<file path="config.mk">
export PLATFORM = sky130hd
export DESIGN_NAME = inst_fetch_seq
export DESIGN_NICKNAME = d
export VERILOG_FILES = /design/src/rtl/inst_fetch_seq.sv
export SDC_FILE = /design/constraint.sdc
export NUM_CORES = 1
export LEC_CHECK = 0
export ABC_AREA = 1
export BUFFER_PORTS_ARGS = -buffer_cell sky130_fd_sc_hd__buf_4
export CAP_MARGIN = 30
export CORE_MARGIN = 2
export CORE_UTILIZATION = 48
export DETAILED_ROUTE_END_ITERATION = 7
export GPL_TIMING_DRIVEN = 0
export PLACE_DENSITY = 0.79
export SLEW_MARGIN = 10
export SYNTH_ARGS = -nofsm -noshare
export SYNTH_HDL_FRONTEND = slang
export SYNTH_SLANG_ARGS = --single-unit
</file>
<file path="constraint.sdc">
create_clock -name i_clk -period 5.9 [get_ports i_clk]
set_input_delay 0.295 -clock i_clk [delete_from_list [all_inputs] [get_ports i_clk]]
set_output_delay 0.295 -clock i_clk [all_outputs]
set_load 0.01 [all_outputs]
</file>
<file path="src/rtl/inst_fetch_seq.sv">
// Instruction-fetch sequencer: owns the fetch PC, reads the combinational ROM,
// buffers up to two instructions for decode, and handles redirects and fetch faults.
module inst_fetch_seq #(
  parameter int DATA_WIDTH  = 32,
  parameter int ADDR_WIDTH  = 32,
  parameter int DEPTH_WORDS = 32,
  parameter int RESET_PC    = 0
) (
  input  logic                  i_clk,
  input  logic                  i_rst,
  output logic [ADDR_WIDTH-1:0] o_mem_addr,
  input  logic [DATA_WIDTH-1:0] i_mem_q,
  output logic [DATA_WIDTH-1:0] o_instr,
  output logic [ADDR_WIDTH-1:0] o_instr_pc,
  output logic                  o_instr_valid,
  input  logic                  i_instr_ready,
  input  logic                  i_redirect_valid,
  input  logic [ADDR_WIDTH-1:0] i_redirect_pc,
  output logic                  o_fault,
  output logic [15:0]           o_fetch_count
);

  typedef enum logic [1:0] {S_BOOT, S_RUN, S_FAULT} state_t;

  localparam logic [ADDR_WIDTH-1:0] LP_DEPTH    = ADDR_WIDTH'(DEPTH_WORDS);
  localparam logic [ADDR_WIDTH-1:0] LP_RESET_PC = ADDR_WIDTH'(RESET_PC);

  state_t                r_state, w_state_nxt;
  logic [ADDR_WIDTH-1:0] r_fetch_pc, w_fetch_pc_nxt;
  logic [1:0]            r_cnt, w_cnt_nxt;
  logic [DATA_WIDTH-1:0] r_instr0, r_instr1, w_instr0_nxt, w_instr1_nxt;
  logic [ADDR_WIDTH-1:0] r_pc0, r_pc1, w_pc0_nxt, w_pc1_nxt;
  logic                  r_fault, w_fault_nxt;
  logic [15:0]           r_fcnt, w_fcnt_nxt;
  logic                  w_pop, w_push, w_space, w_legal, w_redir_ok;

  assign w_legal    = (r_fetch_pc >> 2) < LP_DEPTH;
  assign w_redir_ok = (i_redirect_pc[1:0] == 2'b00) && ((i_redirect_pc >> 2) < LP_DEPTH);
  assign w_pop      = (r_cnt != 2'd0) && i_instr_ready;
  // A full buffer still has room when the head leaves this cycle.
  assign w_space    = (r_cnt < 2'd2) || w_pop;
  assign w_push     = (r_state == S_RUN) && !i_redirect_valid && w_legal && w_space;

  always_comb begin
    w_state_nxt    = r_state;
    w_fetch_pc_nxt = r_fetch_pc;
    w_cnt_nxt      = r_cnt;
    w_instr0_nxt   = r_instr0;
    w_instr1_nxt   = r_instr1;
    w_pc0_nxt      = r_pc0;
    w_pc1_nxt      = r_pc1;
    w_fault_nxt    = r_fault;
    w_fcnt_nxt     = r_fcnt;
    if (i_redirect_valid) begin
      w_cnt_nxt      = 2'd0;
      w_fetch_pc_nxt = i_redirect_pc;
      if (w_redir_ok) begin
        w_fault_nxt = 1'b0;
        w_state_nxt = S_RUN;
      end else begin
        w_fault_nxt = 1'b1;
        w_state_nxt = S_FAULT;
      end
    end else begin
      case (r_state)
        S_BOOT:  w_state_nxt = S_RUN;
        S_RUN: begin
          if (!w_legal) begin
            w_fault_nxt = 1'b1;
            w_state_nxt = S_FAULT;
          end
        end
        default: w_state_nxt = r_state;
      endcase
      if (w_push) begin
        w_fetch_pc_nxt = r_fetch_pc + ADDR_WIDTH'(4);
        w_fcnt_nxt     = r_fcnt + 16'd1;
      end
      // Slot 0 is always the head; slot 1 only matters when two entries are held.
      case ({w_push, w_pop})
        2'b10: begin
          if (r_cnt == 2'd0) begin
            w_instr0_nxt = i_mem_q;
            w_pc0_nxt    = r_fetch_pc;
          end else begin
            w_instr1_nxt = i_mem_q;
            w_pc1_nxt    = r_fetch_pc;
          end
          w_cnt_nxt = r_cnt + 2'd1;
        end
        2'b01: begin
          w_instr0_nxt = r_instr1;
          w_pc0_nxt    = r_pc1;
          w_cnt_nxt    = r_cnt - 2'd1;
        end
        2'b11: begin
          if (r_cnt == 2'd1) begin
            w_instr0_nxt = i_mem_q;
            w_pc0_nxt    = r_fetch_pc;
          end else begin
            w_instr0_nxt = r_instr1;
            w_pc0_nxt    = r_pc1;
            w_instr1_nxt = i_mem_q;
            w_pc1_nxt    = r_fetch_pc;
          end
        end
        default: w_cnt_nxt = r_cnt;
      endcase
    end
  end

  always_ff @(posedge i_clk or posedge i_rst) begin
    if (i_rst) begin
      r_state    <= S_BOOT;
      r_fetch_pc <= LP_RESET_PC;
      r_cnt      <= 2'd0;
      r_instr0   <= '0;
      r_instr1   <= '0;
      r_pc0      <= '0;
      r_pc1      <= '0;
      r_fault    <= 1'b0;
      r_fcnt     <= 16'd0;
    end else begin
      r_state    <= w_state_nxt;
      r_fetch_pc <= w_fetch_pc_nxt;
      r_cnt      <= w_cnt_nxt;
      r_instr0   <= w_instr0_nxt;
      r_instr1   <= w_instr1_nxt;
      r_pc0      <= w_pc0_nxt;
      r_pc1      <= w_pc1_nxt;
      r_fault    <= w_fault_nxt;
      r_fcnt     <= w_fcnt_nxt;
    end
  end

  assign o_mem_addr    = r_fetch_pc >> 2;
  assign o_instr       = r_instr0;
  assign o_instr_pc    = r_pc0;
  assign o_instr_valid = (r_cnt != 2'd0);
  assign o_fault       = r_fault;
  assign o_fetch_count = r_fcnt;

endmodule
</file>
Word-level counts from Yosys, hierarchy flattened
Index checks and enable logic that the tools add are counted.

storage, ports and cells
  flip-flop bits (word level) = 181
  input bits = 68
  output and inout port bits = 114

cells by class
  muxes and demuxes = 24
  order comparisons = 3
  equal/unequal tests = 10
  bitwise operators = 1
  $add $sub $neg = 4
  reductions and logical operators = 22

operators with widths
  cell                                                                    number
  32-bit two-way mux                                                      10
  32-bit one-hot mux with 3 select lines                                  2
  32-bit one-hot mux with 2 select lines                                  2
  30-bit by 6-bit < comparator with 1-bit output (second input constant)  2
  32-bit by 3-bit adder with 32-bit output (second input constant)        1
  16-bit by 1-bit adder with 16-bit output (second input constant)        1
  3-bit nonzero test                                                      3
  2-bit two-way mux                                                       4
  2-bit inequality test (second input constant)                           4
  2-bit one-hot mux with 2 select lines                                   2
  2-bit nonzero test                                                      4
  2-bit by 1-bit equality test with 1-bit output (second input constant)  3
  2-bit zero test                                                         3
  2-bit AND reduction                                                     3
  1-bit logical AND                                                       5
  2-bit equality test (second input constant)                             2
  1-bit two-way mux                                                       4
  4-bit AND reduction                                                     1
  3-bit inequality test (second input constant)                           1
  3-bit AND reduction                                                     1
  2-bit by 1-bit adder with 2-bit output (second input constant)          1
  2-bit < comparator (second input constant)                              1
  2-bit by 1-bit subtractor with 2-bit output (second input constant)     1
  1-bit zero test                                                         1
  other kinds (2)                                                         2

Logic depth before layout (Yosys ltp)
  word-level depth = 7
  mapped depth = 13
  mapped depth without buffers = 11

Worst setup path before layout
No wires, ideal clock.

  kind = reg-to-reg
  start = register r_cnt[1]
  end = register r_instr0[0] (netlist: o_instr[0])
  path buffers = 2
  path slack = 3,993 ps
  cell stages (with the launch flop) = 13
  arrival = 1,791 ps
  cell sequence = dfrtp_1 > inv_1 > ha_1 > nor2_1 > inv_2 > nand2_1 > nand4_1 > nand2_1 > nand2_1 > buf_2 > buf_2 > nand2_1 > nand2_1

between the ends
  cells in the longest elaborated chain, start to end = 7

ends and longest elaborated chain
  what                                                                        RTL line  text
  start: declaration                                                          30        logic [1:0] r_cnt, w_cnt_nxt;
  start signal: assignment                                                    126       r_cnt <= w_cnt_nxt;
  parallel branches: the longest is 7 deep, another holds 2-bit < comparator  --
  end signal: assignment                                                      127       r_instr0 <= w_instr0_nxt;
  end: declaration                                                            31        logic [DATA_WIDTH-1:0] r_instr0, r_instr1, w_instr0_nxt, w_instr1_nxt;

Several ways; the timed one is not identified.
A chain may end at the register's enable or synchronous reset.

Worst setup path in the final report
  start = register r_cnt[1]
  end = register r_instr0[2] (netlist: o_instr[2])

The elaborated chain is that of the path after synthesis.

==> report_table.html <==
<table>
<tr><th>Metric</th><th>Value</th></tr>
<tr><th colspan="2">Die</th></tr>
<tr><td>Placeable core region</td><td>0.02017 mm^2</td></tr>
<tr><td>Overall die area</td><td>0.02159 mm^2</td></tr>
<tr><td>Starting density of the core</td><td>48.62%</td></tr>
<tr><td>I/O Pins</td><td>182</td></tr>
<tr><td>Chip height</td><td>146.9 um</td></tr>
<tr><td>Die X-Extent</td><td>146.9 um</td></tr>
<tr><td>Number of rows created at floorplan</td><td>52</td></tr>
<tr><th colspan="2">Logic synthesis</th></tr>
<tr><td>Post-synthesis register bit count</td><td>181</td></tr>
<tr><td>Number of flops mapped to enable cells by yosys</td><td>0</td></tr>
<tr><td>Yosys Warn Count</td><td>0</td></tr>
<tr><td>Cell area after technology mapping</td><td>0.009807 mm^2</td></tr>
<tr><td>Synthesized-area fraction occupied by ao, oa, aoi and oai cells</td><td>3.241%</td></tr>
<tr><td>Portion of the post-synthesis area used by sequential elements</td><td>46.19%</td></tr>
<tr><td>Count of unique library cells instantiated by Yosys</td><td>32</td></tr>
<tr><td>Most instantiated flip-flop cell in the synthesis netlist</td><td>sky130_fd_sc_hd__dfrtp_1</td></tr>
<tr><td>Most repeated cell in the gate-level netlist after synthesis</td><td>sky130_fd_sc_hd__nand2_1</td></tr>
<tr><td>Number of instances in the synthesized netlist</td><td>1379</td></tr>
<tr><td>Async S/R FF share, synth</td><td>100.0%</td></tr>
<tr><td>Average cell area after synthesis</td><td>7.112 um^2</td></tr>
<tr><td>Mux contribution to synthesized area</td><td>0%</td></tr>
<tr><td>Library cell occupying the most area in the post-synthesis netlist</td><td>sky130_fd_sc_hd__dfrtp_1</td></tr>
<tr><td>Combinational family with the most area after synthesis</td><td>simple AND/OR/NAND/NOR gates</td></tr>
<tr><td>Post-synthesis share of cell area spent on xor and xnor gates</td><td>1.340%</td></tr>
<tr><td>Synthesized-area fraction occupied by adder cells</td><td>0.5103%</td></tr>
<tr><td>Cells taking the most area after synthesis</td><td>sky130_fd_sc_hd__dfrtp_1, sky130_fd_sc_hd__nand2_1, sky130_fd_sc_hd__nand3_1, sky130_fd_sc_hd__nor2_1, sky130_fd_sc_hd__buf_4</td></tr>
<tr><td>Post-synth top area share</td><td>46.19%</td></tr>
<tr><td>Basic-gate share of the synthesized area counting and, or, nand and nor cells</td><td>39.21%</td></tr>
<tr><td>Post-synth top cells</td><td>sky130_fd_sc_hd__nand2_1, sky130_fd_sc_hd__nand3_1, sky130_fd_sc_hd__dfrtp_1</td></tr>
<tr><th colspan="2">Clock tree</th></tr>
<tr><td>Clock transition at the registers of the reported paths</td><td>0.07 ns</td></tr>
<tr><td>CTS tree</td><td>yes</td></tr>
<tr><td># H-tree levels</td><td>4</td></tr>
<tr><td>CTS Root Cell</td><td>sky130_fd_sc_hd__clkbuf_16</td></tr>
<tr><td>Sink Count</td><td>181</td></tr>
<tr><td>Clock buffer count from CTS</td><td>17</td></tr>
<tr><td>Latest clock arrival within the worst-skew pair</td><td>0.44 ns</td></tr>
<tr><td>Maximum root-to-sink buffer count</td><td>2</td></tr>
<tr><th colspan="2">STA</th></tr>
<tr><td>Minimum clock period after layout</td><td>2.609 ns</td></tr>
<tr><td>Final setup skew</td><td>0.008767 ns</td></tr>
<tr><td>Setup repair after global routing missed its margin</td><td>false</td></tr>
<tr><td>Final Hold Vio Count</td><td>0</td></tr>
<tr><td>Period Utilization, post-route</td><td>44.22%</td></tr>
<tr><td>Total count of max-transition violations in the final report</td><td>0</td></tr>
<tr><td>Fmax</td><td>0.3833 GHz</td></tr>
<tr><td>Least-Margin Pin Slew</td><td>0.6403 ns</td></tr>
<tr><td>Number of setup violations in the final report</td><td>0</td></tr>
<tr><td>Final total negative setup slack</td><td>0 ns</td></tr>
<tr><td>Max-slew headroom at the worst pin</td><td>57.31%</td></tr>
<tr><th colspan="2">Global route</th></tr>
<tr><td>Pin count of the biggest net entering global routing</td><td>93</td></tr>
<tr><td>Total routing usage reported by global routing</td><td>26.35%</td></tr>
<tr><td>Vias in the first global route</td><td>9053</td></tr>
<tr><td>Antenna violations before repair</td><td>0</td></tr>
<tr><td>Wire length of the first global-routing pass</td><td>45.68 mm</td></tr>
<tr><td>Congestion Overflow GR</td><td>0</td></tr>
<tr><th colspan="2">Route</th></tr>
<tr><td>Antenna violation net count after detailed routing</td><td>0</td></tr>
<tr><td>Detail-routed via count per cell</td><td>5.191</td></tr>
<tr><td>Count of TritonRoute iterations in the first routing pass</td><td>5</td></tr>
<tr><td>DR vias</td><td>9661</td></tr>
<tr><td>Total Wirelength</td><td>28.22 mm</td></tr>
<tr><td>Post-detailed-route wirelength per cell</td><td>15.17 um</td></tr>
<tr><td>Violation count after the first detailed-routing iteration</td><td>862</td></tr>
<tr><td>Residual DRC</td><td>0</td></tr>
<tr><th colspan="2">Critical path</th></tr>
<tr><td>Cell breakdown of the critical path</td><td>inv_1, ha_1, clkbuf_1, inv_1, clkbuf_1, buf_1, nand2_1, nand2_1, nand2_1, nand3_1, nand2_1, nand2_1</td></tr>
<tr><td>Startpoint of the most critical register-to-register path</td><td>r_cnt[1]$_DFFE_PP0P_</td></tr>
<tr><td>Type of the worst setup path</td><td>register to register</td></tr>
<tr><td>Buffers &amp; Inverters on Critical Path</td><td>5</td></tr>
<tr><td>Worst-path maximum fanout</td><td>10</td></tr>
<tr><td>Required time at the endpoint of the critical path</td><td>6.24 ns</td></tr>
<tr><td>CP startpoint kind</td><td>register</td></tr>
<tr><td>Element type at the critical path end</td><td>register</td></tr>
<tr><td>Slowest Stage Delay on Critical Path</td><td>0.48 ns</td></tr>
<tr><td>Cell type of the slowest stage on the worst timing path</td><td>sky130_fd_sc_hd__clkbuf_1</td></tr>
<tr><td>Cell family with the largest share of critical-path delay</td><td>buffers and inverters</td></tr>
<tr><td>CP Launch Point</td><td>r_cnt[1]$_DFFE_PP0P_</td></tr>
<tr><td>Cell occurring most often along the worst timing path</td><td>sky130_fd_sc_hd__nand2_1</td></tr>
<tr><td>Worst path arrival time</td><td>2.94 ns</td></tr>
<tr><th colspan="2">Finish</th></tr>
<tr><td>Net total in the final layout</td><td>1651</td></tr>
<tr><td>Share of post-route cells with drive strength above 1</td><td>18.67%</td></tr>
<tr><td>Final non-filler cell total</td><td>1861</td></tr>
<tr><td>Layout area overhead</td><td>23.64%</td></tr>
<tr><td>Count of antenna diodes in the layout</td><td>0</td></tr>
<tr><th colspan="2">Pwr</th></tr>
<tr><td>P per Cell Area</td><td>339.8 mW/mm^2</td></tr>
<tr><td>Leakage</td><td>0.006614 uW</td></tr>
<tr><td>VDD IR-drop max</td><td>0.2021 mV</td></tr>
<tr><th colspan="2">Flow run</th></tr>
<tr><td>Max-cap violation count</td><td>0</td></tr>
<tr><th colspan="2">Placement</th></tr>
<tr><td>Placed insts</td><td>1829</td></tr>
<tr><td>Number of I/O port buffers</td><td>178</td></tr>
<tr><td>Estimated wirelength of the detail-placed design</td><td>19.92 mm</td></tr>
<tr><td>Gpl congestion</td><td>0.8611</td></tr>
<tr><th colspan="2">Hold path</th></tr>
<tr><td>Launch instance of the worst min-delay path</td><td>i_redirect_pc[10]</td></tr>
<tr><td>Worst hold-check path type</td><td>input port to register</td></tr>
<tr><th colspan="2">Run status</th></tr>
<tr><td>Result of the run</td><td>finished, final reports clean</td></tr>
</table>
## state kept, by name, summed over array words and instances, names as in the netlist
| register | cells |
|---|---|
| r_instr1 | 32 |
| r_pc1 | 32 |
| o_fetch_count | 16 |
| r_state | 2 |
| o_instr | 32 |
| o_instr_pc | 32 |
| r_cnt | 2 |
| r_fetch_pc | 32 |
| o_fault | 1 |
## metal layers
metal / share of wire [%] / vias to the layer above / track usage, %
met2: 46 / 397 / 42.00
li1: - / 4684 / -
met1: 44 / 4526 / 36.16
met5: 0 / - / 0
met4: 2.2 / 0 / 9.327
met3: 7.7 / 54 / 5.248
## per-stage QoR
stage	setup WS [ns]	total power, uW	hold slack (ns)	cell area (um^2)	util (%)
6_report	3.291	4120	0.06147	12130	60.12
5_1_grt	3.146	4349	0.07240	12130	60.12
4_1_cts	3.344	4134	0.05350	12130	60.12
3_5_place_dp	3.360	2957	0.4493	11520	57.12
3_3_place_gp	-1.486	2927	0.4629	11480	56.94
2_1_floorplan	0.6897	2338	0.4046	9811	-
## worst reg2reg max path: stages, from the launching register on
cell and delay (ns):
sky130_fd_sc_hd__dfrtp_1 0.38, sky130_fd_sc_hd__inv_1 0.16, sky130_fd_sc_hd__ha_1 0.17, sky130_fd_sc_hd__clkbuf_1 0.48, sky130_fd_sc_hd__inv_1 0.24, sky130_fd_sc_hd__clkbuf_1 0.30, sky130_fd_sc_hd__buf_1 0.31, sky130_fd_sc_hd__nand2_1 0.13
sky130_fd_sc_hd__nand2_1 0.06, sky130_fd_sc_hd__nand2_1 0.06, sky130_fd_sc_hd__nand3_1 0.08, sky130_fd_sc_hd__nand2_1 0.08, sky130_fd_sc_hd__nand2_1 0.05
## timing repair
item                      in CTS  in global routing
hold buffers                   1                  0
hold endpoints to repair      85                  0
buffers inserted               0                  0
resized for setup              0                  0
## layout by cell type (no fill, tap or decap), drive strengths merged, types with 6 or more instances in the layout
master	n
nand2	644
buf	254
nand3	184
dfrtp	181
nor2	91
inv	73
o21ai	52
clkbuf	52
xor2	13
nand4	9
clkinv	8
nor3	6
## kinds of logic after synthesis
kind of cell,Yosys count
simple gates,936
buf+inv,182
flops,181
compound gates,60
xor+xnor,15
fa+ha+maj,4
other cells,1
## where the power goes
part           total, uW  switching, uW  internal, uW
clock               1180            503           674
combinational       1330            764           565
sequential          1610            154          1460
## area by class of cell
cell class	count	area, um^2
Fill cell	1834	8044
Sequential cell	181	4529
Multi-Input combinational cell	1017	4352
Timing Repair Buffer	180	1374
Buffer	109	655.6
Clock buffer	18	439.2
Tap cell	270	337.8
Inverter	73	281.5
Clock inverter	13	156.4
## path summary, 6_finish.rpt
path / depth (start not counted) / to / slack (ns)
max: 12 / o_instr[2]$_DFFE_PP0P_ / 3.29
min: 3 / r_fetch_pc[10]$_DFFE_PP0P_ / 0.06
max reg2reg: 12 / o_instr[2]$_DFFE_PP0P_ / 3.29
min reg2reg: 2 / o_instr[2]$_DFFE_PP0P_ / 0.48
max in group asynchronous: 4 / o_instr[4]$_DFFE_PP0P_ / 4.48
min in group asynchronous: 3 / o_instr_pc[13]$_DFFE_PP0P_ / 0.51
No activity file was read; power rests on OpenSTA's default activity.
